[src/rtl/axil_cmd_initiator.sv]
// AXI4-Lite single-beat initiator: turns one cmd_* request into one AXI-Lite read or write,
// returns data/status on rsp_*, aborts on a per-transaction timeout and drains stray beats in IDLE.
module axil_cmd_initiator #(
  parameter int         TIMEOUT_CYCLES = 1024,
  parameter logic [2:0] AXI_PROT       = 3'b000
) (
  input  logic        axilClk,
  input  logic        axilRstN,
  input  logic        cmd_valid,
  output logic        cmd_ready,
  input  logic        cmd_write,
  input  logic [31:0] cmd_addr,
  input  logic [31:0] cmd_wdata,
  input  logic [3:0]  cmd_wstrb,
  output logic        rsp_valid,
  input  logic        rsp_ready,
  output logic [31:0] rsp_rdata,
  output logic [1:0]  rsp_resp,
  output logic        rsp_timeout,
  output logic [7:0]  stray_cnt,
  output logic [31:0] axilReadMaster_araddr,
  output logic [2:0]  axilReadMaster_arprot,
  output logic        axilReadMaster_arvalid,
  output logic        axilReadMaster_rready,
  input  logic        axilReadSlave_arready,
  input  logic [31:0] axilReadSlave_rdata,
  input  logic [1:0]  axilReadSlave_rresp,
  input  logic        axilReadSlave_rvalid,
  output logic [31:0] axilWriteMaster_awaddr,
  output logic [2:0]  axilWriteMaster_awprot,
  output logic        axilWriteMaster_awvalid,
  output logic [31:0] axilWriteMaster_wdata,
  output logic [3:0]  axilWriteMaster_wstrb,
  output logic        axilWriteMaster_wvalid,
  output logic        axilWriteMaster_bready,
  input  logic        axilWriteSlave_awready,
  input  logic        axilWriteSlave_wready,
  input  logic [1:0]  axilWriteSlave_bresp,
  input  logic        axilWriteSlave_bvalid
);

  localparam bit TMO_ON = (TIMEOUT_CYCLES != 0);
  localparam int TW     = (TIMEOUT_CYCLES > 1) ? $clog2(TIMEOUT_CYCLES) : 1;

  typedef enum logic [2:0] {IDLE, WR_REQ, WR_RESP, RD_REQ, RD_DATA, RESP} state_t;

  state_t          state;
  logic [31:0]     addr_q;
  logic [TW-1:0]   tmo_cnt;
  logic            progress, active, abort;
  logic [8:0]      stray_sum;

  assign axilReadMaster_araddr  = addr_q;
  assign axilWriteMaster_awaddr = addr_q;
  assign axilReadMaster_arprot  = AXI_PROT;
  assign axilWriteMaster_awprot = AXI_PROT;

  // "progress" = the current state leaves normally this cycle; it beats an expiring timer
  always_comb begin
    progress = 1'b0;
    case (state)
      WR_REQ:  progress = (!axilWriteMaster_awvalid || axilWriteSlave_awready) &&
                          (!axilWriteMaster_wvalid  || axilWriteSlave_wready);
      WR_RESP: progress = axilWriteSlave_bvalid;
      RD_REQ:  progress = axilReadSlave_arready;
      RD_DATA: progress = axilReadSlave_rvalid;
      default: progress = 1'b0;
    endcase
  end

  assign active = (state == WR_REQ) || (state == WR_RESP) || (state == RD_REQ) || (state == RD_DATA);
  // Expiry fires on the TIMEOUT_CYCLES-th cycle after entry, so a valid is high for exactly that many cycles
  assign abort  = TMO_ON && active && !progress && (tmo_cnt == TW'(TIMEOUT_CYCLES - 1));
  assign stray_sum = {1'b0, stray_cnt} + 9'(axilReadSlave_rvalid) + 9'(axilWriteSlave_bvalid);

  always_ff @(posedge axilClk or negedge axilRstN) begin
    if (!axilRstN) begin
      state                   <= IDLE;
      cmd_ready               <= 1'b1;
      addr_q                  <= '0;
      axilWriteMaster_wdata   <= '0;
      axilWriteMaster_wstrb   <= '0;
      axilWriteMaster_awvalid <= 1'b0;
      axilWriteMaster_wvalid  <= 1'b0;
      axilWriteMaster_bready  <= 1'b1;
      axilReadMaster_arvalid  <= 1'b0;
      axilReadMaster_rready   <= 1'b1;
      rsp_valid               <= 1'b0;
      rsp_rdata               <= '0;
      rsp_resp                <= '0;
      rsp_timeout             <= 1'b0;
      stray_cnt               <= '0;
      tmo_cnt                 <= '0;
    end else begin
      if (TMO_ON && active) tmo_cnt <= tmo_cnt + 1'b1;
      case (state)
        IDLE: begin
          // Readies are held high here, so any beat seen is unsolicited
          stray_cnt <= stray_sum[8] ? 8'hFF : stray_sum[7:0];
          if (cmd_valid) begin
            addr_q                 <= cmd_addr & ~32'h3;
            axilWriteMaster_wdata  <= cmd_wdata;
            axilWriteMaster_wstrb  <= cmd_wstrb;
            cmd_ready              <= 1'b0;
            axilReadMaster_rready  <= 1'b0;
            axilWriteMaster_bready <= 1'b0;
            tmo_cnt                <= '0;
            if (cmd_write) begin
              axilWriteMaster_awvalid <= 1'b1;
              axilWriteMaster_wvalid  <= 1'b1;
              state                   <= WR_REQ;
            end else begin
              axilReadMaster_arvalid <= 1'b1;
              state                  <= RD_REQ;
            end
          end
        end
        WR_REQ: begin
          if (axilWriteSlave_awready) axilWriteMaster_awvalid <= 1'b0;
          if (axilWriteSlave_wready)  axilWriteMaster_wvalid  <= 1'b0;
          if (progress) begin
            axilWriteMaster_bready <= 1'b1;
            state                  <= WR_RESP;
          end
        end
        WR_RESP: if (progress) begin
          axilWriteMaster_bready <= 1'b0;
          rsp_valid              <= 1'b1;
          rsp_resp               <= axilWriteSlave_bresp;
          rsp_rdata              <= '0;
          rsp_timeout            <= 1'b0;
          state                  <= RESP;
        end
        RD_REQ: if (progress) begin
          axilReadMaster_arvalid <= 1'b0;
          axilReadMaster_rready  <= 1'b1;
          state                  <= RD_DATA;
        end
        RD_DATA: if (progress) begin
          axilReadMaster_rready <= 1'b0;
          rsp_valid             <= 1'b1;
          rsp_resp              <= axilReadSlave_rresp;
          rsp_rdata             <= axilReadSlave_rdata;
          rsp_timeout           <= 1'b0;
          state                 <= RESP;
        end
        RESP: if (rsp_ready) begin
          rsp_valid              <= 1'b0;
          cmd_ready              <= 1'b1;
          axilReadMaster_rready  <= 1'b1;
          axilWriteMaster_bready <= 1'b1;
          state                  <= IDLE;
        end
        default: state <= IDLE;
      endcase
      if (abort) begin
        axilWriteMaster_awvalid <= 1'b0;
        axilWriteMaster_wvalid  <= 1'b0;
        axilWriteMaster_bready  <= 1'b0;
        axilReadMaster_arvalid  <= 1'b0;
        axilReadMaster_rready   <= 1'b0;
        rsp_valid               <= 1'b1;
        rsp_resp                <= 2'b10;
        rsp_rdata               <= '0;
        rsp_timeout             <= 1'b1;
        state                   <= RESP;
      end
    end
  end

endmodule
[config.mk]
export PLATFORM = sky130hd
export DESIGN_NAME = axil_cmd_initiator
export DESIGN_NICKNAME = d
export VERILOG_FILES = /design/src/rtl/axil_cmd_initiator.sv
export SDC_FILE = /design/constraint.sdc
export NUM_CORES = 1
export LEC_CHECK = 0
export CORE_AREA = 2 2 122 124
export DETAILED_ROUTE_END_ITERATION = 16
export DIE_AREA = 0 0 124 126
export GPL_ROUTABILITY_DRIVEN = 1
export PLACE_DENSITY = 0.86
export SYNTH_ARGS = -nofsm -noshare
export SYNTH_HDL_FRONTEND = slang
export SYNTH_SLANG_ARGS = --single-unit
[constraint.sdc]
create_clock -name axilClk -period 2.5 [get_ports axilClk]
set_clock_uncertainty 0.15 [all_clocks]
set_input_delay 0.5 -clock axilClk [delete_from_list [all_inputs] [get_ports axilClk]]
set_output_delay 0.5 -clock axilClk [all_outputs]
set_load 0.05 [all_outputs]
==> flow_summary.ini, run 1 <==
[outcome]
status = complete, no violations

[sta]
fin_crit_sh = 0.964
fin_crit_ns = 2.41
finalSetupTns_ns = 0
worst-slew-pin-transition_ns = 0.588
slew_violations = 0
setup_violations = 0
rsz0062_at_grt = false
slew_headroom = 0.607
fin_ws_ns = 0.0906
fmax_ghz = 0.415
hold_violations = 0

[clock_tree]
cts_buffers = 17
cts_resized = 0
cts_tree = done
clock-sinks = 129
cts_setup_buffers = 0
h-tree-depth = 4
clock_latency_ns = 0.41
cts.reportedPaths.clkPinSlew_ns = 0.05
cts_buffer_depth = 2
root_buffer = clkbuf_16

[routing]
drt_pass1_iterations = 4
ant_nets = 0
vias = 5109
vias_per_cell = 4.92
drc = 0
routedWlPerCell_um = 15.9
routed_wl_um = 16500
drtIter0Drc = 354

[worst_setup_path]
path_class = reg2out
slowest_delay_ns = 0.81
cp.required_ns = 1.85
critPathBufInv = 1
critPathSlowestCell = clkdlybuf4s50_1
worstPathArrival_ns = 1.76
crit_fanout = 3
crit_chain = clkdlybuf4s50_1
worst_setup_path_start_kind = flop
cp-end-kind = output pin
path_delay_family = buffers and inverters

[global_routing]
gr-total-overflow = 0
grt_pass1_vias = 4950
grt_most_used_layer = met2
grt_pass1_wl_um = 25600
grt.met1_usage = 0.261
grt_usage = 0.213
grt_max_degree = 64
use_met2 = 0.339
antenna_found_initial = 2
use_met3 = 0.0729

[floorplan]
rows = 44
ioPinCount = 270
die_x_um = 124
die_h_um = 126
die_area_mm2 = 0.0156
initial_core_util = 0.410
coreArea_mm2 = 0.0143

[synth]
async_reset_ff_frac = 1.00
yosys_warnings = 0
synth_cells = 599
synthMostInstantiatedCell = nand2_1
synth_top_area_share = 0.537
synthFlopType = dfrtp_1
avgSynthCellArea_um2 = 9.80
yosysTopAreaCell = dfrtp_1
synth_area_mm2 = 0.00587
synth_cell_types = 64
yosysSeqAreaShare = 0.550
synth_area_leaders = dfrtp_1 (54%), nand2_1 (14%), buf_4 (6.1%)
synth_edf_count = 0
ys_seq_elements = 129
synthTopCellsByCount = nand2_1 (213), dfrtp_1 (126), buf_4 (48), a22o_1 (32), nor2_1 (27)

[layout]
antenna_cells = 0
num-fill-cells = 1107
final_util = 0.640
fin_cells = 1038
regArea_mm2 = 0.00323
drive_gt1_frac = 0.0972
multi_input_area_mm2 = 0.00213
areaGrowthSynthToFinish_pct = 56.0
nNetsFinal = 958

[placement]
hpwl_um = 11700
io_buffers = 257
place_inst = 1005
place_congestion = 0.856
place_ws_ns = -0.202

[pwr]
peakVddDrop_mv = 0.878
p_leak_nw = 4.27
power_density_mw_per_mm2 = 1680

[worst_hold_path]
hp-class = reg2reg

[flow_run]
drv_cap = 0
==> final timing paths <==
| check | startpoint | to | slack (ns) | cells past startpoint |
|---|---|---|---|---|
| min | axilWriteMaster_wdata[28] | axilWriteMaster_wdata[28] | 0.32 | 2 |
| max in group asynchronous | axilRstN | axilReadMaster_araddr[6] | 1.12 | 3 |
| max | cmd_ready | cmd_ready | 0.09 | 1 |
| min in group asynchronous | axilRstN | stray_cnt[3] | 0.41 | 2 |
| min reg2reg | axilWriteMaster_wdata[28] | axilWriteMaster_wdata[28] | 0.32 | 2 |
| max reg2reg | state[1] | rsp_resp[0] | 0.24 | 6 |
==> sequential cells by signal (all words and copies together), names as in the netlist <==
| signal | cells |
|---|---|
| rsp_valid | 1 |
| axilReadMaster_araddr | 30 |
| state | 3 |
| axilReadMaster_rready | 1 |
| stray_cnt | 8 |
| axilWriteMaster_awvalid | 1 |
| axilWriteMaster_bready | 1 |
| axilWriteMaster_wstrb | 4 |
| rsp_resp | 2 |
| tmo_cnt | 10 |
| rsp_rdata | 32 |
| rsp_timeout | 1 |
| axilWriteMaster_wvalid | 1 |
| axilReadMaster_arvalid | 1 |
| cmd_ready | 1 |
| axilWriteMaster_wdata | 32 |
==> report_power, final <==
part / leakage, nW / switching (W) / total [W] / internal, W
clock: 0.327 / 0.000924 / 0.00285 / 0.00193
combinational: 2.36 / 0.00577 / 0.00875 / 0.00298
sequential: 1.58 / 0.000708 / 0.00376 / 0.00306
==> per-layer routing <==
layer,routed length (um),vias up
li1,-,2427
met1,6640,2427
met2,7900,214
met3,1430,37
met4,479,4
met5,25,-
==> layout by cell type (no fill, tap or decap), types with 3 or more instances in the layout <==
| cell type | n |
|---|---|
| clkdlybuf4s50_1 | 254 |
| nand2_1 | 212 |
| dfrtp_1 | 126 |
| a22o_1 | 32 |
| nor2_1 | 27 |
| buf_4 | 25 |
| a21oi_1 | 17 |
| clkbuf_16 | 17 |
| nand3_1 | 10 |
| conb_1 | 10 |
| inv_1 | 8 |
| o21ai_0 | 8 |
| bufinv_16 | 6 |
| xor2_1 | 5 |
| nor2b_1 | 5 |
| buf_12 | 5 |
| and3_1 | 4 |
| a31oi_1 | 4 |
| clkinv_4 | 4 |
| and4_1 | 3 |
| nor3_1 | 3 |
| nand4_1 | 3 |
| xnor2_1 | 3 |
| a211oi_1 | 3 |
| mux2i_1 | 3 |
| mux2_2 | 3 |
| dfstp_2 | 3 |
==> stage by stage <==
step	hold WS, ns	area (um2)	power (W)
after floorplan	0.0544	5910	0.00979
after global placement	0.277	8460	0.0124
after detailed placement	0.275	8460	0.0126
after CTS	0.325	9160	0.0155
after global routing	0.343	9160	0.0161
final	0.320	9160	0.0154
==> area by class of cell <==
cell class,instances,area share
clock buffer,20,0.0498
inverter,8,0.00328
clock inverter,12,0.0251
sequential,129,0.353
multi-input combinational,399,0.233
timing repair buffer,286,0.311
tap,184,0.0251
==> logic make-up (layout without fill, tap and decap cells) <==
family	after synthesis	after routing	synth area share
buffers and inverters	80	326	0.0931
other	1	10	0.000639
AO/OA/AOI/OAI	84	84	0.108
XOR/XNOR	8	8	0.0119
multiplexers	8	8	0.0153
flip-flops	129	129	0.550
adder cells (fa/ha/maj)	3	3	0.00767
AND/OR/NAND/NOR	286	286	0.213
==> what timing repair did <==
item                       4_1_cts  5_1_grt
hold endpoints to repair        32        0
hold buffers                     1        0
setup endpoints to repair        0        0
Power figures use the tool's default switching activity.
==> run 2: changes to the inputs <==
--- a/config.mk
+++ b/config.mk
@@ -9,7 +9,9 @@
 export DETAILED_ROUTE_END_ITERATION = 16
 export DIE_AREA = 0 0 124 126
 export GPL_ROUTABILITY_DRIVEN = 1
+export MAX_ROUTING_LAYER = met4
 export PLACE_DENSITY = 0.86
+export SKIP_CTS_REPAIR_TIMING = 1
 export SYNTH_ARGS = -nofsm -noshare
 export SYNTH_HDL_FRONTEND = slang
 export SYNTH_SLANG_ARGS = --single-unit
==> flow_summary.ini, run 2 (same netlist as run 1, synthesis figures left out) <==
[worst_setup_path]
critPathSlowestCell = clkdlybuf4s50_1
slowest_delay_ns = 0.81
crit_fanout = 3
cp.required_ns = 1.85
worst_setup_path_start_kind = flop
crit_chain = clkdlybuf4s50_1
cp-end-kind = output pin
worstPathArrival_ns = 1.76
path_delay_family = buffers and inverters
critPathBufInv = 1
path_class = reg2out

[routing]
drtIter0Drc = 377
routedWlPerCell_um = 15.9
vias = 5113
drt_pass1_iterations = 6
routed_wl_um = 16500
ant_nets = 0
vias_per_cell = 4.92
drc = 0

[sta]
rsz0062_at_grt = false
fmax_ghz = 0.414
fin_crit_sh = 0.966
hold_violations = 0
fin_ws_ns = 0.0861
setup_violations = 0
slew_headroom = 0.605
slew_violations = 0
fin_crit_ns = 2.41
worst-slew-pin-transition_ns = 0.590

[pwr]
power_density_mw_per_mm2 = 1680
peakVddDrop_mv = 0.878
p_leak_nw = 4.27

[worst_hold_path]
hp-class = reg2reg

[flow_run]
drv_cap = 0

[layout]
nNetsFinal = 958
drive_gt1_frac = 0.0972
fin_cells = 1040
layout_common_cells = clkdlybuf4s50_1 (254), nand2_1 (212), dfrtp_1 (126), a22o_1 (32), nor2_1 (27)
final_common_cell = clkdlybuf4s50_1
areaGrowthSynthToFinish_pct = 56.1

[floorplan]
die_area_mm2 = 0.0156
coreArea_mm2 = 0.0143
rows = 44
die_h_um = 126
initial_core_util = 0.410
ioPinCount = 270
die_x_um = 124

[clock_tree]
cts.reportedPaths.clkPinSlew_ns = 0.05
cts_tree = done
clock-sinks = 129
root_buffer = clkbuf_16
h-tree-depth = 4
cts_buffer_depth = 2
clock_latency_ns = 0.41
cts_buffers = 17

[placement]
hpwl_um = 11700
place_congestion = 0.870
io_buffers = 257
place_inst = 1005
place_ws_ns = -0.202

[global_routing]
grt_max_degree = 64
grt_usage = 0.219
grt_pass1_vias = 4937
gr-total-overflow = 0
antenna_found_initial = 2
grt_pass1_wl_um = 25600

[outcome]
status = complete, no violations
## run 2: layout make-up
type | count | area, um2
flip-flops and latches | 129 | 3230
diodes | 2 | 5.00
clock buffers | 20 | 457
multi-input cells | 399 | 2130
well taps | 184 | 230
fillers | 1107 | 5150
repair buffers | 286 | 2850
clock inverters | 12 | 230
inverters | 8 | 30.0
## run 2: worst paths after layout
path / from / to / slack (ns) / depth (start not counted)
setup / recovery: cmd_ready / cmd_ready / 0.09 / 1
hold / removal: axilWriteMaster_wdata[28] / axilWriteMaster_wdata[28] / 0.32 / 2
setup reg to reg: state[1] / rsp_resp[0] / 0.23 / 6
hold reg to reg: axilWriteMaster_wdata[28] / axilWriteMaster_wdata[28] / 0.32 / 2
max in group asynchronous: axilRstN / axilReadMaster_araddr[6] / 1.12 / 3
min in group asynchronous: axilRstN / stray_cnt[3] / 0.41 / 2
## run 2: power breakdown
part / internal (W) / leakage [nW] / switching, W
registers: 0.00306 / 1.58 / 0.000711
clock network: 0.00193 / 0.327 / 0.000927
logic: 0.00298 / 2.36 / 0.00577
total: 0.00797 / 4.27 / 0.00741
## run 2: routing by layer
metal	up-vias	global-route usage	wire [um]
li1	2434	-	-
met1	2431	0.264	6680
met2	217	0.339	7940
met3	31	0.0684	1450
met4	0	0.0939	463
met5	-	-	0
## run 2: metrics by stage
step	total power, W	hold slack [ns]	setup TNS (ns)	util	cell area, um2
2_1_floorplan	0.00979	0.0544	0	-	5910
3_3_place_gp	0.0124	0.277	-2.83	0.591	8460
3_5_place_dp	0.0126	0.275	-3.00	0.591	8460
4_1_cts	0.0155	-0.173	0	0.639	9150
5_1_grt	0.0161	0.343	0	0.640	9170
6_report	0.0154	0.320	0	0.640	9170
==> run 3: changes to the inputs <==
--- a/config.mk
+++ b/config.mk
@@ -5,6 +5,7 @@
 export SDC_FILE = /design/constraint.sdc
 export NUM_CORES = 1
 export LEC_CHECK = 0
+export CAP_MARGIN = 10
 export CORE_AREA = 2 2 122 124
 export DETAILED_ROUTE_END_ITERATION = 16
 export DIE_AREA = 0 0 124 126
==> results of run 3 <==
Final layout, timing and power as in run 2 (identical DEF).
